--- src/rtl/fetch_ctrl.sv ---
// fetch_ctrl: IF-stage sequencer driving the PC mux select, fetch qualification,
// redirect flush, boot start, load-use stall and halt/resume.
module fetch_ctrl #(
    parameter int FLUSH_CYCLES = 1,
    parameter int CNT_W        = 32
) (
    input  logic             clk,
    input  logic             rst_n,
    input  logic             start,
    input  logic             stall,
    input  logic             br_taken,
    input  logic             br_reg,
    input  logic             halt_req,
    input  logic             resume,
    output logic [1:0]       PCSrc,
    output logic             if_valid,
    output logic             if_id_flush,
    output logic             halted,
    output logic [CNT_W-1:0] fetch_cnt
);
    typedef enum logic [1:0] {IDLE = 2'b00, RUN = 2'b01, HALT = 2'b10} state_t;

    state_t     state, state_nxt;
    logic [2:0] fcnt, fcnt_nxt;
    logic       run, busy, redir;

    always_ff @(posedge clk or negedge rst_n) begin
        if (!rst_n) begin
            state     <= IDLE;
            fcnt      <= '0;
            fetch_cnt <= '0;
        end else begin
            state <= state_nxt;
            fcnt  <= fcnt_nxt;
            if (if_valid) fetch_cnt <= fetch_cnt + CNT_W'(1);
        end
    end

    // A redirect loads the remaining squash cycles; the redirect cycle itself is the first.
    always_comb begin
        state_nxt = state;
        fcnt_nxt  = '0;
        case (state)
            IDLE: state_nxt = start ? RUN : IDLE;
            RUN: begin
                if (fcnt != 3'd0) fcnt_nxt = fcnt - 3'd1;
                else if (br_reg || br_taken) fcnt_nxt = 3'(FLUSH_CYCLES - 1);
                else if (halt_req) state_nxt = HALT;
            end
            HALT: state_nxt = resume ? RUN : HALT;
            default: state_nxt = IDLE;
        endcase
    end

    always_comb begin
        run         = state == RUN;
        busy        = fcnt != 3'd0;
        redir       = br_reg || br_taken;
        if_id_flush = run && (busy || redir);
        if_valid    = run && !busy && !redir && !halt_req && !stall;
        halted      = state == HALT;
        PCSrc       = !run ? 2'b11 :
                      busy ? 2'b00 :
                      br_reg ? 2'b10 :
                      br_taken ? 2'b01 :
                      (halt_req || stall) ? 2'b11 : 2'b00;
    end
endmodule

--- config.mk ---
export PLATFORM = sky130hd
export DESIGN_NAME = fetch_ctrl
export DESIGN_NICKNAME = d
export VERILOG_FILES = /design/src/rtl/fetch_ctrl.sv
export SDC_FILE = /design/constraint.sdc
export NUM_CORES = 1
export LEC_CHECK = 0
export BUFFER_PORTS_ARGS = -buffer_cell sky130_fd_sc_hd__buf_2
export CAP_MARGIN = 30
export CORE_AREA = 2 2 68 63
export CTS_CLUSTER_DIAMETER = 30
export DETAILED_ROUTE_END_ITERATION = 6
export DIE_AREA = 0 0 70 65
export HOLD_SLACK_MARGIN = 0.02
export PLACE_DENSITY = 0.77
export REMOVE_ABC_BUFFERS = 1
export SETUP_SLACK_MARGIN = 0.2
export SLEW_MARGIN = 20
export SYNTH_ARGS = -nofsm -noshare
export SYNTH_HDL_FRONTEND = slang
export SYNTH_SLANG_ARGS = --single-unit
--- constraint.sdc ---
create_clock -name clk -period 2.3 [get_ports clk]
set_clock_uncertainty 0.2 [all_clocks]
set_input_delay 0.115 -clock clk [delete_from_list [all_inputs] [get_ports clk]]
set_output_delay 0.115 -clock clk [all_outputs]
set_load 0.005 [all_outputs]
Word-level counts from Yosys, hierarchy flattened
Index checks and enable logic that the tools add are counted.
{"block": "classes", "n_addsub": 2, "multipliers": 0, "n_div": 0, "n_lt_le_gt_ge": 0, "eq_ne": 5, "n_shift": 0, "n_mux": 13, "bitwise": 0, "reduce_logical": 15}
{"operator": "$add A32 B1 Y32 const B", "n": 1}
{"operator": "$mux W2", "n": 9}
{"operator": "$mux W3", "n": 2}
{"operator": "$ne A2 B2 Y1 const B", "n": 3}
{"operator": "$pmux W2 S3", "n": 1}
{"operator": "$logic_and A1 B1 Y1", "n": 5}
{"operator": "$logic_not A1 Y1", "n": 4}
{"operator": "$logic_or A1 B1 Y1", "n": 3}
{"operator": "$reduce_and A3 Y1", "n": 1}
{"operator": "$reduce_bool A3 Y1", "n": 1}
{"operator": "$sub A3 B1 Y3 const B", "n": 1}
{"operator": "$eq A2 B1 Y1 const B", "n": 1}
{"operator": "$eq A2 B2 Y1 const B", "n": 1}
{"operator": "$logic_not A2 Y1", "n": 1}
{"operator": "$mux W1", "n": 1}
{"block": "totals", "reg_bits": 37, "latchBits": 0, "mem_bits_rw": 0, "mem_bits_ro": 0, "in_bits": 8, "out_inout_bits": 37, "wordCells": 38, "mem_count": 0}

Longest topological paths before layout
{"block": "logic_depth", "ltp_word": 6, "depth_mapped": 6, "ltp_nobuf": 5}

Worst setup path before layout
OpenSTA, ideal clock, no wires.
{"block": "synth_timing", "path_kind": "register to register", "startpoint": "reg fcnt[1]", "endpoint": "reg fetch_cnt[19]", "setup_time_ns": 0.125, "t_arrival_ns": 1.693, "required_ns": 1.975, "path_slack_ns": 0.282, "path_stages_with_launch": 7, "n_path_buf": 1, "synth_period_minus_slack_ns": 2.018, "path_cell_list": "dfrtp_1 > or4_4 > nor3_4 > and2_0 > buf_2 > nand4_1 > xnor2_1"}
{"block": "synth_between", "elab_chain_len": 6}
{"item": "from (decl)", "line": "24", "rtl": "logic [2:0] fcnt, fcnt_nxt;"}
{"item": "from (signal assigned)", "line": "34", "rtl": "fcnt <= fcnt_nxt;"}
{"item": "$reduce_bool A3 Y1", "line": "57", "rtl": "busy = fcnt != 3'd0;"}
{"item": "$logic_not A1 Y1", "line": "60", "rtl": "if_valid = run && !busy && !redir && !halt_req && !stall;"}
{"item": "$logic_and A1 B1 Y1 (4 in series)", "line": "60"}
{"item": "to (signal assigned)", "line": "35", "rtl": "if (if_valid) fetch_cnt <= fetch_cnt + CNT_W'(1);"}
{"item": "to (decl)", "line": "19", "rtl": "output logic [CNT_W-1:0] fetch_cnt"}
No other way between the ends.
A chain may end at the register's enable or synchronous reset.

Worst setup path in the final report
{"block": "layout_timing", "startpoint": "reg fcnt[1]", "endpoint": "out if_valid"}
{"block": "layout_between", "elab_chain_len": 6}
{"item": "$reduce_bool A3 Y1", "line": "57"}
{"item": "$logic_not A1 Y1", "line": "60"}
{"item": "$logic_and A1 B1 Y1 (4 in series)", "line": "60"}
{"item": "to (decl)", "line": "16", "rtl": "output logic if_valid,"}
No other way between the ends.

==> reports/metrics.yaml <==
critical_path:
  crit_type: "reg2out"
  critPathMaxFanout: 3
  cp_data_arrival_time_ps: 1900
  rr_endpoint: "fetch_cnt[28]$_DFFE_PN0P_"
  cp-start-kind: "register"
  cp-end-kind: "output pin"
  worst_ep_required_time_ps: 1990
  r2r_cells: 6
  crit_end: "if_valid"
  r2r_start: "fcnt[1]$_DFF_PN0_"
  r2r_slack_ps: 110
  cp-startpoint: "fcnt[1]$_DFF_PN0_"
run_status:
  status: "finished clean"
sta:
  timing.hold.ws_ps: 16.8
  hold_viol: 0
  finalCriticalPeriod_ps: 2210
  slew_headroom: 0.464
  finalSetupViolations: 0
  rsz0062_at_grt: "true"
  max_slew.worst_pin.slew_ps: 804
  max_freq_ghz: 0.452
  slew_viol_final: 0
  period_share: 0.961
clock_network:
  cts_num_sinks: 37
  h-tree-depth: 2
  cts-root-buf: "clkbuf_8"
  cts_tree: "yes"
  insertion_delay_ps: 290
  cts_buffers: 5
  clockBufferDepth: 2
  clk_pin_slew_ps: 80
placed_design:
  io_buffers: 44
  place_hpwl_um: 2660
  routabilityCongestion: 0.818
  dp_cells: 259
  place_area_um2: 2020
yosys:
  seq_area_frac_synth: 0.539
  yosysWarnings: 0
  ys_ff_latch: 37
  synthCells: 164
  avgSynthCellArea_um2: 10.5
  syn_area_um2: 1720
  synthDistinctLibCells: 29
grt:
  grt_max_degree: 38
  grt_pass1_vias: 1400
  antenna_found_initial: 0
  grt_overflow_total: 0
  grtUsageTotal: 0.177
  grt_pass1_wl_um: 6320
detailed_routing:
  ant_nets: 0
  routed_wl_um: 4090
  vias: 1484
  post-route-drc-count: 0
  drt_iter0_drc: 110
  wl_per_cell_um: 14.5
  drt-pass1-iter-count: 4
  vias_per_cell: 5.28
run:
  maxCapViolCount: 0
die:
  die_x_um: 70
  row_count: 22
  coreArea_um2: 3910
  die-area_um2: 4550
  pin_count: 45
  initial_core_util: 0.439
  die_h_um: 65
layout:
  fin_cells: 281
  antenna_cells: 0
  stdcell_area_um2: 2390
  drive_gt1_frac: 0.395
  nets: 241
  fillCellCount: 310
  syn_to_final_growth_pct: 39.2
worst_hold_path:
  min_path_type: "in2reg"
pwr:
  p_leak_nw: 1.30
  vdd_drop_max_v: 0.000311
  p_per_area_nw_per_um2: 618
[cell type report]
type / instances / area (µm²) / area share
tap: 48 / 60.1 / 0.0251
inverter: 5 / 18.8 / 0.00785
multi-input combinational: 121 / 896 / 0.375
clock buffer: 5 / 68.8 / 0.0288
timing repair buffer: 62 / 398 / 0.166
sequential: 37 / 926 / 0.387
clock inverter: 3 / 22.5 / 0.00942
[cell usage after synthesis]
cell,instances,area [µm²]
a21oi_1,1,5.00
and2_0,1,6.26
and3_1,2,12.5
and4_1,1,8.76
buf_2,1,5.00
dfrtp_1,37,926
ha_1,1,12.5
inv_1,5,18.8
mux2_2,1,11.3
mux2i_1,1,10.0
nand2_1,14,52.6
nand2_2,1,6.26
nand2b_1,2,12.5
nand3_1,12,60.1
nand4_1,10,62.6
nand4bb_1,1,11.3
nor2_1,20,75.1
nor2b_1,2,12.5
nor3_1,9,45.0
nor3_2,1,10.0
nor3_4,1,16.3
nor4_1,2,12.5
o21ai_0,2,10.0
o2bb2ai_1,2,17.5
o31ai_1,1,7.51
or2_2,1,6.26
or4_4,1,11.3
xnor2_1,12,105
xor2_1,19,166
[metal layers]
layer	vias to the layer above	GRT usage	wire, µm
met2	35	0.289	2090
met4	0	0.0865	63
met5	-	0	0
met3	6	0.0327	156
met1	737	0.226	1770
li1	706	-	-
[through the flow]
stage	utilization	setup slack (ps)	setup TNS, ps	total power [W]
floorplan	-	208	0	0.000861
global placement	0.517	148	0	0.000958
detailed placement	0.517	104	0	0.000959
CTS	0.573	87.9	0	0.00143
global route	0.611	-6.64	-6.64	0.00154
finish	0.611	89.2	0	0.00148
[what timing repair did]
action	4_1_cts	5_1_grt
hold endpoints to repair	39	0
pin swaps	3	16
gates resized for setup	9	27
endpoints found under the setup margin	22	32
buffers inserted	6	4
hold buffers	4	0
gates cloned	0	0
[report_power, final]
group	total (W)	internal [W]	switching, W
registers	0.000748	0.000689	0.0000590
logic	0.000268	0.000133	0.000135
clock network	0.000461	0.000215	0.000246
total	0.00148	0.00104	0.000440
[logic make-up (layout without fill, tap and decap cells)]
logic type / Yosys count / count (layout) / share of synthesized area
buf+inv: 6 / 75 / 0.0138
xor+xnor: 31 / 31 / 0.158
mux: 2 / 2 / 0.0124
fa+ha+maj: 1 / 1 / 0.00729
compound gates: 6 / 6 / 0.0233
flops: 37 / 37 / 0.539
simple gates: 81 / 81 / 0.246
[flip-flops by register name (all words and copies together), names as in the netlist]
| register | flops |
|---|---|
| state | 2 |
| fcnt | 3 |
| fetch_cnt | 32 |
[cell usage in the layout (no fill, tap or decap), types with 2 or more instances in the layout]
cell type and n:
clkinv_4 2, and3_1 2, xor2_1 19, buf_6 8, o21ai_0 2, nand4_1 10, nand2_1 13, nor2_1 15
o2bb2ai_1 2, buf_2 43, dfrtp_1 37, xnor2_2 2, nor3_2 5, dlygate4sd3_1 4, inv_1 4, nor3_1 3
nor2b_1 2, nand3_1 10, nor3_4 3, xnor2_1 10, clkbuf_8 5, buf_4 7, nor2_2 4
[worst max-delay path: stages (launching register included)]
cell	delay [ps]
dfrtp_1	390
or4_4	540
nor3_4	190
buf_6	160
nand2_4	60
buf_6	150
inv_2	40
buf_6	80
[how the worst min path moves through the flow]
stage | cells past startpoint | slack [ps] | start | to
after global routing | 4 | 50 | br_taken | state[1]$_DFFE_PN0P_
after global placement | 1 | 50 | rst_n | fetch_cnt[4]$_DFFE_PN0P_
after CTS | 4 | 20 | br_taken | state[1]$_DFFE_PN0P_
final | 4 | 20 | br_taken | state[1]$_DFFE_PN0P_
after floorplan | 0 | -380 | rst_n | fcnt[0]$_DFF_PN0_
after detailed placement | 1 | 40 | rst_n | fetch_cnt[5]$_DFFE_PN0P_
Power figures use the tool's default switching activity.
